**src/rtl/sync_long_ctrl.sv**
```systemverilog
// rtl/sync_long_ctrl.sv - long-preamble peak-search sequencer driving an external peak finder
// Optional search watchdog enabled by defining SYNC_LONG_TIMEOUT_EN.
module sync_long_ctrl #(
    parameter int GP_COUNTER_WIDTH = 8,
    parameter int SEARCH_LEN       = 64,
    parameter int SYM_OFFSET       = 16,
    parameter int TIMEOUT          = 255
) (
    input  logic                        CLK,
    input  logic                        s_RST,
    input  logic                        short_detect,
    input  logic                        corr_strobe,
    input  logic [GP_COUNTER_WIDTH-1:0] peak_index,
    output logic                        fm_enable,
    output logic                        fm_strobe,
    output logic [GP_COUNTER_WIDTH-1:0] fm_counter,
    output logic                        sym_start,
    output logic [GP_COUNTER_WIDTH-1:0] sym_index,
    output logic                        busy,
    output logic                        timeout_err
);

    typedef enum logic [1:0] {
        ST_IDLE,
        ST_SEARCH,
        ST_SETTLE,
        ST_REPORT
    } state_t;

    localparam logic [GP_COUNTER_WIDTH-1:0] LAST_SAMPLE = GP_COUNTER_WIDTH'(SEARCH_LEN - 1);
    localparam logic [GP_COUNTER_WIDTH-1:0] OFFSET      = GP_COUNTER_WIDTH'(SYM_OFFSET);

    state_t state;

`ifdef SYNC_LONG_TIMEOUT_EN
    localparam logic [15:0] IDLE_LIMIT = 16'(TIMEOUT - 1);
    logic [15:0] idle_cnt;
    logic        timeout_q;
    assign timeout_err = timeout_q;
`else
    assign timeout_err = 1'b0;
`endif

    // Strobe is gated without a register so it stays aligned with the magnitude sample.
    assign fm_strobe = corr_strobe && (state == ST_SEARCH);
    assign fm_enable = (state != ST_IDLE);
    assign busy      = (state != ST_IDLE);

    always_ff @(posedge CLK) begin
        if (s_RST) begin
            state      <= ST_IDLE;
            fm_counter <= '0;
            sym_index  <= '0;
            sym_start  <= 1'b0;
`ifdef SYNC_LONG_TIMEOUT_EN
            idle_cnt   <= '0;
            timeout_q  <= 1'b0;
`endif
        end else begin
            sym_start <= 1'b0;
`ifdef SYNC_LONG_TIMEOUT_EN
            timeout_q <= 1'b0;
`endif
            case (state)
                ST_IDLE: begin
`ifdef SYNC_LONG_TIMEOUT_EN
                    idle_cnt <= '0;
`endif
                    if (short_detect) begin
                        state      <= ST_SEARCH;
                        fm_counter <= '0;
                    end
                end
                ST_SEARCH: begin
                    if (corr_strobe) begin
                        fm_counter <= fm_counter + 1'b1;
`ifdef SYNC_LONG_TIMEOUT_EN
                        idle_cnt   <= '0;
`endif
                        if (fm_counter == LAST_SAMPLE) begin
                            state <= ST_SETTLE;
                        end
                    end
`ifdef SYNC_LONG_TIMEOUT_EN
                    // A strobe in the limit cycle takes the branch above and cancels the abort.
                    else if (idle_cnt == IDLE_LIMIT) begin
                        state     <= ST_IDLE;
                        timeout_q <= 1'b1;
                        idle_cnt  <= '0;
                    end else begin
                        idle_cnt <= idle_cnt + 16'd1;
                    end
`endif
                end
                ST_SETTLE: begin
                    // Finder's Index register catches up with the final strobe here.
                    state <= ST_REPORT;
                end
                ST_REPORT: begin
                    sym_index <= peak_index + OFFSET;
                    sym_start <= 1'b1;
                    state     <= ST_IDLE;
                end
                default: begin
                    state <= ST_IDLE;
                end
            endcase
        end
    end

endmodule

```
**config.mk**
```make
export PLATFORM = sky130hd
export DESIGN_NAME = sync_long_ctrl
export DESIGN_NICKNAME = d
export VERILOG_FILES = /design/src/rtl/sync_long_ctrl.sv
export SDC_FILE = /design/constraint.sdc
export NUM_CORES = 1
export LEC_CHECK = 0
export CORE_ASPECT_RATIO = 0.9
export CORE_MARGIN = 1
export CORE_UTILIZATION = 41
export DETAILED_ROUTE_END_ITERATION = 8
export PLACE_DENSITY = 0.84
export SETUP_SLACK_MARGIN = 0.15
export SLEW_MARGIN = 0
export SYNTH_ARGS = -nofsm -noshare
export SYNTH_HDL_FRONTEND = slang
export SYNTH_SLANG_ARGS = --single-unit
```
**constraint.sdc**
```tcl
create_clock -name CLK -period 1.9 [get_ports CLK]
set_clock_uncertainty 0.2 [all_clocks]
set_input_delay 0.475 -clock CLK [delete_from_list [all_inputs] [get_ports CLK]]
set_output_delay 0.475 -clock CLK [all_outputs]
set_load 0.1 [all_outputs]
```
==> impl_results.md, run 1 <==
* Syn nets at 134
* Setup slack at placement at -0.302 ns
* Setup crit end: fm_counter[4]
* Post-synth top area cell: dfxtp_1
* Max Slew Vio Count at 0
* Share of layout cells above drive strength 1 at approximately 43%
* Sw Ratio at between 40% and 50%
* HP Class: reg -> reg
* Most common cell after layout, fill and taps aside: buf_12
* Top Ports at 33
* Final setup fails at 1
* Failing checks: negative setup slack
* Clock root buffer: clkbuf_4
* Pre-antenna DRT Iters at 4
* Fillcell total at between 100 and 150
* Final WS setup at -0.0671 ns
* Critical Path Start Type: flop
* Critical path peak fanout at 5
* Final Net Count at between 150 and 200
* Area Growth Syn to Fin at 84.0%
* Peak Freq at 508 MHz
* Final period util at 104%
* Total CTS buffers at 3
* I/O Buffers at 31
* GR Overflow Total at 0
* Sw Pwr at 1140 uW
* Die Span X at 55.2 um
* Yosys warning total at 0
* Seq cells post-synth at 19
* Worst-case reg-to-reg path depth at 7
* DR WL/cell at roughly 19 um
* Total Die Area at between 0.002 and 0.003 mm2
* DR vias/cell at ~5.9
* Sequential area share after synthesis at 36.4%
* Critical path class: reg -> reg
* Largest cells by area after synthesis: dfxtp_1 36%, mux2i_1 11%, ha_1 8.4%, nand3_1 5.7%, nor2b_1 3.0%
* Worst hold slack at ~0.32 ns
* Period minus WS final at between 1.5 and 2 ns
* Die height at about 50 um
* Max VDD drop at 1.62 mV
* DRC viols at 0
* Clock power share at under 10%
* Inserted Diodes at 0
* Clock latency on the worst-skew pair at roughly 0.31 ns
* Most frequent cells in the layout: 20 x buf_12, 16 x buf_4, 11 x nand3_1
* Beginning of the critical path: state[0]
* Avg Inst Size Synth at 9.10 um2
* Initial DRC count at between 50 and 60
* Final wirelength at 3630 um
* CTS tree: built
* Core ar. at 0.00228 mm2
* Total global-route track usage at between 20 and 25%
* Initial antenna violation count at 0
* WP data required at about 1.9 ns
* Clock sinks at 19
* CP Capture Type: flop
* RSZ-0062 raised after global routing: yes
* Footprint of the multi-input gates at a little over 700 um2
* Mapped Area at 0.00105 mm2
* RR Endpoint: fm_counter[4]
* Worst EP arrival at 1.98 ns
* Via count at between 1000 and 1500
* R2r startpoint: state[0]
* Clk slew on worst S/H paths at ~0.12 ns
* First-pass GRT wire length at around 4900 um
* Initial core utilization at between 40% and 50%
* Fin. Hold Viols at 0
* Number of global-route vias before repair at 1092
* Sequential share of power at a little over a fifth
* Reg2Reg Setup Slack at -0.07 ns
* Int Power at 1260 uW
* Synthesized instance count at 115
* Synth cell types at 32
* Clk buf depth at 2
* Post-synth top area share at between 30% and 40%
* FF+latch area at 405 um2
* Comb pwr share at between 60 and 70%
* Leakage at 0.000741 uW
* P per Cell Area at roughly 1200 mW/mm2
* Largest net degree at the start of global routing at 16
* Status: complete, but fails checks
* Max-cap viol count at 0
* DPL Wire Length at 1980 um
* Antenna Nets Post-Route at 0
* H-tree depth at 1
* Placement Rows at 16
* Placer Congestion at around 0.8
## cells by family (layout without fill, tap and decap cells)
logic type / count (synthesis) / in the layout / share of synthesized area, %
AOI/OAI and AO/OA: 17 / 17 / 12.6
buffers and inverters: 11 / 62 / 4.67
DFF: 19 / 19 / 36.4
muxes: 11 / 11 / 10.5
xor gates and xnor gates: 2 / 2 / 1.67
other: 1 / 1 / 0.359
adders and majority gates: 7 / 7 / 8.37
and+or+nand+nor: 47 / 47 / 25.5
## timing repair
item,in CTS,in global routing
endpoints found under the setup margin,10,12
buffers inserted,6,5
cloned,0,2
pin swaps,2,7
gates resized for setup,10,27
hold buffers,0,0
## per-layer routing
layer  part of all wire, %  track usage (%)  wire length [um]
met5                     0                0                 0
met4                  0.28             8.33                10
met3                   6.2             6.30               225
met1                    37             23.9              1360
met2                    56             43.0              2040
## how the worst min path moves through the flow
stage / start / depth (start not counted) / to
3_5_place_dp: fm_counter[7] / 2 / fm_counter[7]
4_1_cts: fm_counter[7] / 2 / fm_counter[7]
5_1_grt: fm_counter[7] / 2 / fm_counter[7]
6_report: fm_counter[7] / 2 / fm_counter[7]
2_1_floorplan: state[1] / 2 / state[1]
3_3_place_gp: fm_counter[7] / 2 / fm_counter[7]
## flip-flops by register name (all words and copies together) (netlist names)
name        flops
sym_index       8
state           2
sym_start       1
fm_counter      8
## through the flow
step / instance area, um2 / utilization, % / cells / TNS (ns) / total power, uW
3_3_place_gp: 1670 / 73.0 / 176 / -1.47 / 1730
3_5_place_dp: 1670 / 73.0 / 176 / -1.69 / 1770
4_1_cts: 1780 / 77.9 / 186 / 0 / 2110
5_1_grt: 1920 / 84.3 / 193 / -0.158 / 2480
2_1_floorplan: 1100 / - / 115 / -0.123 / 1360
6_report: 1920 / 84.3 / 193 / -0.0671 / 2400
## final cells by class
| class | instances | share of cell area [%] |
|---|---|---|
| clock buffer | 3 | 1.17 |
| clock inverter | 1 | 0.325 |
| inverter | 5 | 1.56 |
| multi-input combinational | 85 | 37.7 |
| sequential | 19 | 21.1 |
| tap | 27 | 1.76 |
| timing repair buffer | 53 | 36.4 |
## critical path: stages (launching register included)
cell and delay [ns]:
dfxtp_4 0.41, inv_4 0.05, ha_4 0.16, buf_4 0.15, mux2i_4 0.20, buf_6 0.15
o31a_1 0.31, o211a_1 0.24
## synthesized netlist by cell type, drive strengths merged
cell    count
o21ai       2
xor2        1
nor3b       1
conb        1
a31oi       1
nor4        5
o311ai      2
nand4       2
o221ai      1
nor2b       5
nor2        8
buf         4
dfxtp      19
nand2       2
xnor2       1
or3         1
o31a        3
a21oi       1
nand2b      2
nand3b      4
o211a       2
mux2i      11
o211ai      2
nand3      12
clkbuf      2
and2b       3
a211oi      3
inv         5
ha          7
and2        1
or3b        1
## power by group through the flow
stage | combinational (uW) | sequential, uW | clock [uW]
final | 1660 | 521 | 224
after CTS | 1380 | 512 | 220
after global placement | 1220 | 505 | 0
after global routing | 1710 | 525 | 245
after detailed placement | 1260 | 511 | 0
after floorplan | 702 | 657 | 0
(Power assumes the default switching activity.)
==> run 2, diff against run 1 <==
CORE_ASPECT_RATIO = 1.25   (was 0.9)
HOLD_SLACK_MARGIN = 0.15   (was default)
==> run 2 against run 1 <==
- the run still ends with negative setup slack left
- sequential power fell by 2%
- clock-buffer cell count increased by 1
- clock power fell by 9.4%
- maximum frequency increased by 3.3%
- wire length down 13%
- critical path depth down 3
- global-route usage fell by 0.26 points
- register-to-register slack gained 0.11 ns
- non-clock buffer count is 4 lower
- combinational power is 4% lower
- design area down 1.7%
==> impl_results.md, run 2 (synthesized netlist as in run 1, its figures left out) <==
* Critical path peak fanout at 3 (-2)
* Total Die Area at 0.00276 mm2 (about the same)
* Total CTS buffers at 3 (unchanged)
* Core ar. at 0.00243 mm2 (+6.4%)
* Worst-case reg-to-reg path depth at 8 (+1)
* Clk buf depth at 2 (unchanged)
* Hold path depth at 2 (unchanged)
* Failing checks: negative setup slack
* Inserted Diodes at 0 (unchanged)
* DR WL/cell at 16.3 um (-14%)
* Number of global-route vias before repair at 1049 (-3.9%)
* Destination of the worst hold path: fm_counter[5]
* Worst EP arrival at 1.23 ns (-0.75 ns)
* WP data required at 1.22 ns (-0.69 ns)
* DPL Wire Length at 1990 um (+0.64%)
* DRC viols at 0 (unchanged)
* I/O Buffers at 31 (unchanged)
* Leakage at 0.000711 uW (-4.0%)
* H-tree depth at 1 (unchanged)
* Biggest regs: fm_counter: 8 flops, sym_index: 8 flops, state: 2 flops
* Setup_tns at -0.00784 ns (+0.0593 ns)
* CP max stage cell: dfxtp_4
* Final wirelength at 3170 um (-13%)
* FF+latch area at 405 um2 (unchanged)
* CTS Hold Bufs at 0 (unchanged)
* Clock sinks at 19 (unchanged)
* Clock latency on the worst-skew pair at 0.30 ns (about the same)
* R2r startpoint: state[0]
* Critical Path Start Type: flop
* Footprint of the multi-input gates at 728 um2 (+0.34%)
* Max VDD drop at 0.843 mV (-48%)
* Critical path class: reg -> out
* Initial DRC count at 37 (-27%)
* Final setup fails at 2 (+1)
* Tot Pwr at 2320 uW (-3.6%)
* Fillcell total at 161 (+41%)
* Initial antenna violation count at 0 (unchanged)
* Hold path start: fm_counter[5]
* Final period util at 100% (-3.3 points)
* GR Overflow Total at 0 (unchanged)
* Placement Rows at 20 (+4)
* Top Ports at 33 (unchanged)
* Via count at 1060 (-6.3%)
* Placer Congestion at 0.754 (-6.1%)
* Slew margin rel. at a little over three fifths
* Final WS setup at -0.00432 ns (+0.0628 ns)
* Total global-route track usage at 22.5% (-0.26 points)
* HP Class: reg -> reg
* Clk slew on worst S/H paths at 0.10 ns (-0.02 ns)
* Reg2Reg Setup Slack at 0.04 ns (+0.11 ns)
* Pre-antenna DRT Iters at 4 (unchanged)
* First-pass GRT wire length at 4550 um (-7.8%)
* Largest net degree at the start of global routing at 16 (unchanged)
* Initial core utilization at 43.1% (-2.7 points)
* Max Slew Vio Count at 0 (unchanged)
* RSZ-0062 raised after global routing: yes
* Most common cell after layout, fill and taps aside: buf_12
* Clock root buffer: clkbuf_4
* P per Cell Area at 1220 mW/mm2 (-1.9%)
* Peak Freq at 525 MHz (+3.3%)
* Antenna Nets Post-Route at 0 (unchanged)
* Share of layout cells above drive strength 1 at 39.5% (-3.3 points)
* Die Span X at 47.2 um (-15%)
* Final Net Count at 182 (-2.2%)
* CP Capture Type: primary output
* DR vias/cell at 5.44 (-7.2%)
* Period minus WS final at 1.90 ns (-0.0628 ns)
* Max-cap viol count at 0 (unchanged)
* Most frequent cells in the layout: 20 x buf_12, 13 x buf_4, 12 x nand3_1
* CTS tree: built
* Area Growth Syn to Fin at 80.9%
* Worst-Margin Slew at around 0.56 ns
* CP Cell Sequence: inv_4 -> ha_4 -> clkinvlp_4 -> buf_12
* Fin. Hold Viols at 0 (unchanged)
* RR Endpoint: fm_counter[2]
* Die height at 58.5 um (+17%)
* Status: complete, but fails checks
* Largest stage delay, worst path at 0.37 ns (-0.04 ns)
## run 2: changes by cell type in the layout (fill, tap and decap cells not counted), moves of 2 or more
cell,change
nor4_1,-2
buf_4,-3
o21ai_0,+2
o21ai_1,-2
## run 2: metrics by stage
step           instances  hold WS [ns]  instance area, um2  util [%]  worst slack [ns]
2_1_floorplan        115         0.348                1100         -            -0.123
3_3_place_gp         179         0.290                1650      68.0            -0.256
6_report             195         0.327                1890      77.9          -0.00432
5_1_grt              195         0.350                1890      77.9           -0.0552
3_5_place_dp         179         0.307                1650      68.0            -0.309
4_1_cts              190         0.327                1810      74.5            0.0191
## run 2: worst max-delay path by stage
stage / start / to / slack, ns / cells after the start
2_1_floorplan: state[1] / fm_enable / -0.12 / 4
3_3_place_gp: corr_strobe / state[1] / -0.26 / 4
4_1_cts: state[1] / busy / 0.02 / 4
6_report: state[1] / busy / -0.004 / 4
3_5_place_dp: corr_strobe / state[1] / -0.31 / 4
5_1_grt: state[1] / busy / -0.06 / 4
## run 2: repair_timing
item | in CTS | in global routing
buffers inserted | 6 | 5
pin swaps | 3 | 6
endpoints found under the hold margin | 0 | 0
cloned | 1 | 0
resized for setup | 16 | 14
endpoints found under the setup margin | 11 | 12
## run 2: layout make-up
class | instances | share of cell area [%]
multi-input cells | 85 | 38.5
repair buffers | 49 | 35.1
flip-flops and latches | 19 | 21.4
well taps | 33 | 2.18
inverters | 5 | 1.46
clock buffers | 4 | 1.39
## run 2: worst max-delay path: cells and delay by family (launching register included)
family     cells  cell delay (ns)
fa+ha+maj      1             0.15
buf+inv        3             0.40
flops          1             0.37
## run 2: metal layers
| layer | part of all wire, % | GRT usage [%] | vias to the layer above |
|---|---|---|---|
| met5 | 0 | 0 | - |
| met4 | 1.8 | 8.57 | 0 |
| met3 | 2.9 | 5.52 | 7 |
| met2 | 55 | 37.7 | 28 |
| met1 | 40 | 26.8 | 510 |
| li1 | - | - | 515 |
## run 2: power breakdown
| part | switching [uW] | internal [uW] |
|---|---|---|
| Clock | 121 | 82.0 |
| Sequential | 61.4 | 452 |
| Combinational | 913 | 687 |
==> run 3, diff against run 2 <==
SLEW_MARGIN = default   (was 0)
==> results of run 3 <==
The final DEF is identical to that of run 2; final timing and power are the same.
